## config.mk

```make
export PLATFORM = sky130hd
export DESIGN_NAME = pipe_hazard_ctrl
export DESIGN_NICKNAME = d
export VERILOG_FILES = /design/src/rtl/pipe_hazard_ctrl_pkg.sv /design/src/rtl/pipe_hazard_ctrl_stall_mask_gen.sv /design/src/rtl/pipe_hazard_ctrl.sv
export SDC_FILE = /design/constraint.sdc
export NUM_CORES = 1
export LEC_CHECK = 0
export ABC_CLOCK_PERIOD_IN_PS = 2180
export BUFFER_PORTS_ARGS = -buffer_cell sky130_fd_sc_hd__clkbuf_2
export CORE_UTILIZATION = 45
export DETAILED_ROUTE_END_ITERATION = 12
export GPL_TIMING_DRIVEN = 0
export PLACE_DENSITY = 0.75
export SYNTH_ARGS = -nofsm -noshare
export SYNTH_HDL_FRONTEND = slang
export SYNTH_SLANG_ARGS = --single-unit
```

## constraint.sdc

```tcl
create_clock -name clk -period 2.18 [get_ports clk]
set_input_delay 0.545 -clock clk [delete_from_list [all_inputs] [get_ports clk]]
set_output_delay 0.545 -clock clk [all_outputs]
set_load 0.05 [all_outputs]
```

## src/rtl/pipe_hazard_ctrl_pkg.sv

```systemverilog
// rtl/pipe_hazard_ctrl_pkg.sv - shared constants and types for the pipeline hazard controller
//
// Purpose: stall-bus width, pipeline stage indices and flush FSM state
//          encodings shared by pipe_hazard_ctrl and its mask generator.
// Ports:   none (package).
package pipe_hazard_ctrl_pkg;

  // Default stall bus width: PC plus the five stage registers.
  localparam int STALL_W = 6;

  // Stage indices; bit k of the stall vector freezes stage k.
  localparam int STG_PC  = 0;
  localparam int STG_IF  = 1;
  localparam int STG_ID  = 2;
  localparam int STG_EX  = 3;
  localparam int STG_MEM = 4;
  localparam int STG_WB  = 5;

  typedef enum logic {
    IDLE  = 1'b0,
    FLUSH = 1'b1
  } flush_state_e;

endpackage

```

## src/rtl/pipe_hazard_ctrl_stall_mask_gen.sv

```systemverilog
// rtl/pipe_hazard_ctrl_stall_mask_gen.sv - stage index to thermometer stall mask
//
// Purpose: converts one stall source's stage index into the mask of that
//          stage and every stage upstream of it (bits [stage:0]).
// Ports:   req   - source is requesting a stall
//          stage - stage index the source is bound to
//          mask  - thermometer mask, all zero when req=0
module pipe_hazard_ctrl_stall_mask_gen
  import pipe_hazard_ctrl_pkg::*;
#(
  parameter int NSTAGE = STALL_W,
  parameter int SW     = $clog2(NSTAGE)
) (
  input  logic              req,
  input  logic [SW-1:0]     stage,
  output logic [NSTAGE-1:0] mask
);

  always_comb begin
    int deep;
    // An out-of-range stage index stalls the whole pipe rather than nothing.
    deep = (int'(stage) >= NSTAGE) ? NSTAGE - 1 : int'(stage);
    mask = '0;
    for (int k = 0; k < NSTAGE; k++) begin
      mask[k] = req && (k <= deep);
    end
  end

endmodule

```

## src/rtl/pipe_hazard_ctrl.sv

```systemverilog
// rtl/pipe_hazard_ctrl.sv - parametrised stall/flush controller for the in-order pipeline
//
// Purpose: merges per-source stall requests into one stall vector, sequences
//          registered flushes with a redirect PC, and raises a watchdog pulse
//          after MAX_STALL consecutive stall cycles.
// Ports:   clk           - pipeline clock
//          rst           - asynchronous active-low reset
//          stallreq      - per-source level stall requests
//          flush_req     - single-cycle flush request
//          flush_pc      - redirect target, valid with flush_req
//          stall         - stall vector (bit 0 = PC, bit k = stage k)
//          flush         - flush all stage registers
//          new_pc        - redirect PC, valid while flush=1
//          stall_timeout - one-cycle watchdog pulse
//          stall_cycles  - cycles with stall!=0 (only with STALL_PERF_EN)
//          flush_count   - accepted flush requests (only with STALL_PERF_EN)
// Config:  STALL_PERF_EN adds the two performance counters and their ports.
module pipe_hazard_ctrl
  import pipe_hazard_ctrl_pkg::*;
#(
  parameter int NSTAGE = STALL_W,
  parameter int NREQ   = 2,
  localparam int SW    = $clog2(NSTAGE),
  parameter logic [NREQ*SW-1:0] REQ_STAGE = {3'd3, 3'd2},
  parameter int FLUSH_LEN = 1,
  parameter int MAX_STALL = 64
) (
  input  logic              clk,
  input  logic              rst,
  input  logic [NREQ-1:0]   stallreq,
  input  logic              flush_req,
  input  logic [31:0]       flush_pc,
  output logic [NSTAGE-1:0] stall,
  output logic              flush,
  output logic [31:0]       new_pc,
  output logic              stall_timeout
`ifdef STALL_PERF_EN
  ,
  output logic [31:0]       stall_cycles,
  output logic [15:0]       flush_count
`endif
);

  localparam int CW = $clog2(MAX_STALL + 1);

  // ---------------- stall merge ----------------
  logic [NSTAGE-1:0] req_mask [NREQ];
  logic [NSTAGE-1:0] merged;

  for (genvar i = 0; i < NREQ; i++) begin : g_src
    pipe_hazard_ctrl_stall_mask_gen #(
      .NSTAGE (NSTAGE),
      .SW     (SW)
    ) u_mask (
      .req   (stallreq[i]),
      .stage (REQ_STAGE[i*SW +: SW]),
      .mask  (req_mask[i])
    );
  end

  // OR of thermometer masks equals the mask of the deepest requester.
  always_comb begin
    merged = '0;
    for (int i = 0; i < NREQ; i++) begin
      merged = merged | req_mask[i];
    end
  end

  // ---------------- flush FSM ----------------
  flush_state_e state, state_nxt;
  logic [3:0]   flush_cnt, flush_cnt_nxt;
  logic [31:0]  new_pc_nxt;

  always_ff @(posedge clk or negedge rst) begin
    if (!rst) begin
      state     <= IDLE;
      flush_cnt <= '0;
      new_pc    <= '0;
    end else begin
      state     <= state_nxt;
      flush_cnt <= flush_cnt_nxt;
      new_pc    <= new_pc_nxt;
    end
  end

  always_comb begin
    state_nxt     = state;
    flush_cnt_nxt = flush_cnt;
    new_pc_nxt    = new_pc;
    // A new request always reloads, so the newest redirect wins mid-flush.
    if (flush_req) begin
      state_nxt     = FLUSH;
      flush_cnt_nxt = 4'(FLUSH_LEN - 1);
      new_pc_nxt    = flush_pc;
    end else if (state == FLUSH) begin
      if (flush_cnt == '0) begin
        state_nxt = IDLE;
      end else begin
        flush_cnt_nxt = flush_cnt - 4'd1;
      end
    end
  end

  assign flush = (state == FLUSH);

  // Flush dominates stall; reset also holds the stall vector low.
  assign stall = (rst && !flush) ? merged : '0;

  // ---------------- watchdog ----------------
  logic [CW-1:0] stall_cnt;
  logic          stall_any;

  assign stall_any = (stall != '0);

  always_ff @(posedge clk or negedge rst) begin
    if (!rst) begin
      stall_cnt     <= '0;
      stall_timeout <= 1'b0;
    end else begin
      if (!stall_any) begin
        stall_cnt <= '0;
      end else if (stall_cnt != CW'(MAX_STALL)) begin
        stall_cnt <= stall_cnt + 1'b1;
      end
      // Fires on the edge where the count first lands on MAX_STALL; the
      // saturated count can never pass through MAX_STALL-1 again until cleared.
      stall_timeout <= stall_any && (stall_cnt == CW'(MAX_STALL - 1));
    end
  end

`ifdef STALL_PERF_EN
  // ---------------- performance counters ----------------
  always_ff @(posedge clk or negedge rst) begin
    if (!rst) begin
      stall_cycles <= '0;
      flush_count  <= '0;
    end else begin
      if (stall_any) begin
        stall_cycles <= stall_cycles + 32'd1;
      end
      if (flush_req) begin
        flush_count <= flush_count + 16'd1;
      end
    end
  end
`endif

endmodule
```

==> summary.txt, run 1 <==
Placed design
  • RePlAce Congestion: 0.7400
  • Placed Cells: 267
  • Port buffer count: 73
  • Final HPWL DP: 2467 um
  • Post-Place Worst Slack: -1.046 ns

Global routing
  • Total GRT Usage: 0.1677
  • Global route total overflow: 0
  • Initial antenna violation count: 0
  • Grt met1 use: 0.2128
  • GR Util met2: 0.2525
  • Largest net degree at the start of global routing: 47
  • First-pass GRT wire length: 5506 um
  • Vias in the first global route: 1,289
  • Global route hottest layer: met2
  • Grt met3 use: 0.06757

Clocking
  • CTS Hold Bufs: 0
  • CTS buffer count: 5
  • Clock tree buffer depth: 2
  • CTS tree: done
  • Worst skew pair latency: 0.29 ns
  • H-tree levels: 2
  • Clock transition at path regs: 0.07 ns
  • Clk root buf: clkbuf_8
  • # clock sinks: 45

Synthesis
  • Post-Synthesis Cells: 143
  • Synthesized flop and latch total: 45
  • Post-synthesis adder-cell area fraction: 0.02614
  • Largest family of logic cells by synthesized area: multiplexers
  • Yosys Warn Count: 0
  • Mean Syn Cell Area: 13.39 um2
  • Unique cell type count in the Yosys netlist: 29
  • Post-Synth XOR/XNOR Area: 0.009150
  • Seq/Total Area, Yosys: 0.5882
  • Synth Area in Simple Gates: 0.1020
  • Mux cell area share after synthesis: 0.2157
  • Post-Syn Area: 1914 um2
  • Compound-Gate Fraction of Synth Area: 0.02026

STA
  • Final Cycle Share: 0.9527
  • Top achievable clock speed: 481.5 MHz
  • RSZ-0062 raised after global routing: false
  • Slew headroom: 0.6294
  • Final count of hold timing violations: 0
  • Fin. max-slew vios: 0
  • Final WS setup: 0.1030 ns
  • Final setup violation count: 0
  • Least-Margin Pin Slew: 0.5559 ns
  • Post-route minimum period: 2.077 ns
  • Clk_skew: 0.003170 ns

Final layout
  • Nets@finish: 266
  • Post-route insts no fill: 276
  • Commonest non-fill, non-tap cell in the layout: clkbuf_2
  • Area Growth Syn to Fin: 32.29%
  • Most frequent cells in the layout: clkbuf_2 (70), dfrtp_1 (45), mux2_2 (34), nor2_1 (8)
  • Antenna cell count: 0
  • Fillers: 331
  • Share of cells above drive strength 1: 0.5752

Setup path
  • CP required: 1.63 ns
  • CP Class: primary input to output pin
  • CP Max Fanout: 6
  • Critical path endpoint category: output pin
  • CP arrival: 1.53 ns
  • Crit start category: primary input

Pwr
  • Total Power: 2.447 mW
  • LEAKAGE: 1.231 nW
  • VDD IR max: 0.5048 mV
  • Power Dens Cells: 966.2 nW/um2

Routing
  • Vias per inst: 4.899
  • First-pass DRT Iterations: 4
  • DR iter-0 viols: 58
  • Vias: 1,352
  • # DRC: 0
  • Wirelength, routed: 3403 um
  • DR WL/cell: 12.33 um
  • Detail Route Antenna Nets: 0

Die
  • Die Y: 67.23 um
  • Row Count: 23
  • Initial Utilization: 0.4752
  • Core box area: 4029 um2
  • Die ar.: 4519 um2
  • IO Pins: 77
  • Chip Width: 67.23 um

Outcome
  • Status: finished, final reports clean

Job
  • Max_cap viols: 0

Hold path
  • Hold/Removal Path Class: primary input to async pin
report_power, final:
part	total (mW)	internal [mW]	switching, mW	leakage, nW
sequential	1.01	0.937	0.0726	0.550
clock	0.631	0.373	0.258	0.0585
combinational	0.806	0.292	0.513	0.622
total	2.45	1.60	0.844	1.23
final timing paths:
check,to,start,depth (start not counted),slack (ns)
max in group asynchronous,new_pc[14],rst,1,1.85
worst max register to register,stall_cnt[0],stall_cnt[2],3,0.63
worst max-delay path,stall[2],stallreq[0],6,0.10
worst min-delay path,flush,rst,1,0.12
worst min register to register,stall_timeout,stall_cnt[6],1,0.49
min in group clk,new_pc[8],flush_pc[8],2,0.48
cells in the mapped netlist:
cell      instances  area [um2]
or3b_2            1       8.760
or4b_4            1       13.76
nand3_1           6       30.03
buf_4             4       30.03
nor4_1            1       6.260
nor2b_1           1       6.260
and2_1            1       6.260
or3_1             2       12.51
mux2i_1           3       30.03
nand2b_1          1       6.260
buf_2             2       10.01
conb_1            1       3.750
or2b_1            1       7.510
clkbuf_1          3       11.26
dfrtp_1          45        1126
nand2_1           5       18.77
o22ai_1           1       6.260
or2_2             2       12.51
nor3b_4           1       18.77
nand4b_1          1       8.760
ha_1              4       50.05
inv_1             5       18.77
o21ai_0           2       10.01
mux2_2           34       382.9
a21oi_1           3       15.01
xor2_1            2       17.52
nor2_1            8       30.03
nor4b_1           1       8.760
o21a_1            1       7.510
kinds of logic (layout without fill, tap and decap cells):
group / count (synthesis) / after routing
AOI/OAI and AO/OA: 7 / 7
other: 1 / 2
muxes: 37 / 37
buffers and inverters: 14 / 96
xor gates and xnor gates: 2 / 2
adders and majority gates: 4 / 4
DFF: 45 / 45
and+or+nand+nor: 33 / 33
critical path, stage by stage:
cell and delay, ns:
clkbuf_2 0.08, or2_2 0.36, nand2_4 0.10, clkinvlp_4 0.12, buf_8 0.13, clkbuf_4 0.20
flip-flops by register name, indices dropped and copies added (netlist names):
name and cells:
flush 1, flush_cnt 4, new_pc 32, stall_cnt 7, stall_timeout 1
metal layers:
metal	vias up	share of wire
met4	0	0.010
met2	51	0.47
met3	4	0.059
li1	645	-
met1	652	0.46
met5	-	0
per-stage QoR:
step	setup TNS, ns	hold WS [ns]	utilization	area, um2
6_report	0	0.1218	0.6286	2532
3_3_place_gp	-5.868	0.4686	0.5891	2374
4_1_cts	0	0.1208	0.6280	2530
3_5_place_dp	-5.889	0.4712	0.5891	2374
5_1_grt	0	0.1285	0.6286	2532
2_1_floorplan	0	0.2494	-	1946
timing repair:
action                     CTS  global route
gates resized for setup      7             0
pin swaps                    1             0
buffers inserted             1             1
setup endpoints to repair    5             3
area by class of cell:
cell class	instances	area, um2	area share
flip-flops and latches	45	1126	0.4447
multi-input cells	85	737.0	0.2910
repair buffers	75	405.4	0.1601
clock buffers	7	86.33	0.03409
plain buffers	8	62.56	0.02470
well taps	50	62.56	0.02470
clock inverters	1	30.03	0.01186
inverters	5	22.52	0.008893
Power figures use the tool's default switching activity.
==> run 2, diff against run 1 <==
ABC_AREA = 0   (was not set)
ABC_CLOCK_PERIOD_IN_PS = 2400   (was 2180)
CTS_CLUSTER_SIZE = 28   (was not set)
clock period = 2.4 ns   (was 2.18 ns; I/O delays follow)
==> run 2 against run 1 <==
- worst setup slack worse by 0.028 ns
- hold slack improved by 0.049 ns
- critical path depth is 1 higher
- critical path type unchanged
- design area is 1.4% lower
- combinational power shrank 13%
- largest power group unchanged
==> summary.txt, run 2 (synthesized netlist as in run 1, its figures left out) <==
Placed design
  • Placed instance area: 2346 um2 (was 2374 um2)
  • Port buffer count: 73 (unchanged)
  • RePlAce Congestion: 0.7026 (was 0.7400)
  • Final HPWL DP: 2589 um (was 2467 um)

Die
  • Initial Utilization: 0.4752 (unchanged)
  • IO Pins: 77 (unchanged)
  • Die ar.: 4519 um2 (unchanged)
  • Die Y: 67.23 um (unchanged)
  • Chip Width: 67.23 um (unchanged)
  • Row Count: 23 (unchanged)
  • Core box area: 4029 um2 (unchanged)

Clocking
  • CTS buffer count: 5 (unchanged)
  • Setup Buffers After CTS: 0 (was 1)
  • CTS tree: done (unchanged)
  • Clk root buf: clkbuf_8 (unchanged)
  • Worst skew pair latency: 0.29 ns (about the same)
  • # clock sinks: 45 (unchanged)
  • H-tree levels: 2 (unchanged)
  • Clock tree buffer depth: 2 (unchanged)
  • CTS Hold Bufs: 0 (unchanged)
  • Clock transition at path regs: 0.08 ns (was 0.07 ns)

Setup path
  • CP Max Fanout: 7 (was 6)
  • Critical path endpoint category: output pin (unchanged)
  • Flop2flop setup slack: 0.87 ns (was 0.63 ns)
  • CP arrival: 1.73 ns (was 1.53 ns)
  • Crit start category: primary input (unchanged)
  • CP Class: primary input to output pin (unchanged)
  • CP required: 1.80 ns (was 1.63 ns)

Job
  • Max_cap viols: 0 (unchanged)

Global routing
  • First-pass GRT wire length: 5368 um (was 5506 um)
  • Initial antenna violation count: 0 (unchanged)
  • Grt met1 use: 0.1937 (was 0.2128)
  • Total GRT Usage: 0.1644 (was 0.1677)
  • Grt met3 use: 0.06419 (was 0.06757)
  • GR Util met2: 0.2588 (was 0.2525)
  • Vias in the first global route: 1,226 (was 1,289)
  • Largest net degree at the start of global routing: 47 (unchanged)
  • Global route hottest layer: met2 (unchanged)
  • Global route total overflow: 0 (unchanged)

Routing
  • Wirelength, routed: 3459 um (was 3403 um)
  • # DRC: 0 (unchanged)
  • First-pass DRT Iterations: 4 (unchanged)
  • DR WL/cell: 12.58 um (was 12.33 um)
  • Vias per inst: 4.825 (was 4.899)
  • DR iter-0 viols: 87 (was 58)
  • Detail Route Antenna Nets: 0 (unchanged)
  • Vias: 1,327 (was 1,352)

STA
  • Final setup violation count: 0 (unchanged)
  • Hold slack: 0.1706 ns (was 0.1218 ns)
  • Post-route minimum period: 2.325 ns
  • Least-Margin Pin Slew: 0.5386 ns (was 0.5559 ns)
  • Top achievable clock speed: 430.1 MHz
  • Slew headroom: 0.6409 (was 0.6294)
  • RSZ-0062 raised after global routing: false (unchanged)
  • Final count of hold timing violations: 0 (unchanged)
  • Final Cycle Share: 0.9688
  • Fin. max-slew vios: 0 (unchanged)
  • Clk_skew: 0.005853 ns (was 0.003170 ns)

Final layout
  • Largest reg by FF count: new_pc (unchanged)
  • Share of cells above drive strength 1: 0.5644 (was 0.5752)
  • Most frequent cells in the layout: clkbuf_2 (70), dfrtp_1 (45), mux2_2 (34), nor2_1 (8) (unchanged)
  • Nets@finish: 265 (was 266)
  • Post-layout instance area: 2497 um2 (was 2532 um2)
  • Antenna cell count: 0 (unchanged)
  • Commonest non-fill, non-tap cell in the layout: clkbuf_2 (unchanged)
  • Max reg flops: 32 (unchanged)
  • Area Growth Syn to Fin: 30.46% (was 32.29%)
  • Largest regs: new_pc: 32 flops, stall_cnt: 7 flops, flush_cnt: 4 flops (unchanged)

Outcome
  • Status: finished, final reports clean (unchanged)

Pwr
  • Power Dens Cells: 877.8 nW/um2 (was 966.2 nW/um2)
  • VDD IR max: 0.4685 mV (was 0.5048 mV)
  • LEAKAGE: 1.223 nW (was 1.231 nW)

Hold path
  • Hold/Removal Path Class: primary input to async pin (unchanged)
-- run 2: changes by cell type in the layout (fill, tap and decap cells not counted) --
| cell | delta |
|---|---|
| clkinvlp_4 | -1 |
| inv_1 | +1 |
| buf_8 | -2 |
| nand2_4 | -1 |
| clkbuf_1 | +1 |
| nand2_2 | +1 |
-- run 2: critical path, stage by stage --
cell	delay, ns
clkbuf_2	0.08
or2_2	0.28
clkbuf_1	0.17
nand2_2	0.18
inv_1	0.09
buf_4	0.13
clkbuf_4	0.20
-- run 2: what timing repair did --
action                     in CTS  in global routing
setup endpoints to repair       4                  0
hold endpoints to repair        0                  0
resized for setup               8                  0
-- run 2: metal layers --
metal,up-vias,routed length [um]
li1,645,-
met1,635,1499
met2,40,1694
met3,7,202
met4,0,63
met5,-,0
-- run 2: stage by stage --
stage	setup slack [ns]	util	std cells	total power, mW	setup TNS, ns
after floorplan	0.01260	-	144	1.448	0
after global placement	-1.004	0.5823	267	1.603	-4.578
after detailed placement	-0.9972	0.5823	267	1.620	-4.448
after CTS	0.07831	0.6199	275	2.223	0
after global routing	0.005146	0.6199	275	2.308	0
final	0.07489	0.6199	275	2.192	0
-- run 2: final cells by class --
class | instances | area, um2
buffer | 9 | 51.30
sequential | 45 | 1126
clock buffer | 7 | 86.33
timing repair buffer | 73 | 390.4
clock inverter | 1 | 30.03
inverter | 5 | 18.77
fill | 328 | 1531
multi-input combinational | 85 | 732.0
tap | 50 | 62.56
-- run 2: power by group --
part / internal, mW / switching, mW
registers: 0.851 / 0.0649
clock network: 0.339 / 0.236
logic: 0.244 / 0.457
total: 1.43 / 0.758
-- run 2: path summary, 6_finish.rpt --
path	startpoint	end	cells past startpoint
hold / removal	rst	new_pc[2]	1
setup reg to reg	stall_cnt[2]	stall_cnt[0]	3
hold reg to reg	stall_cnt[6]	stall_timeout	1
min in group clk	stall_cnt[6]	stall_timeout	1
max in group asynchronous	rst	flush_cnt[3]	1
setup / recovery	stallreq[0]	stall[2]	7
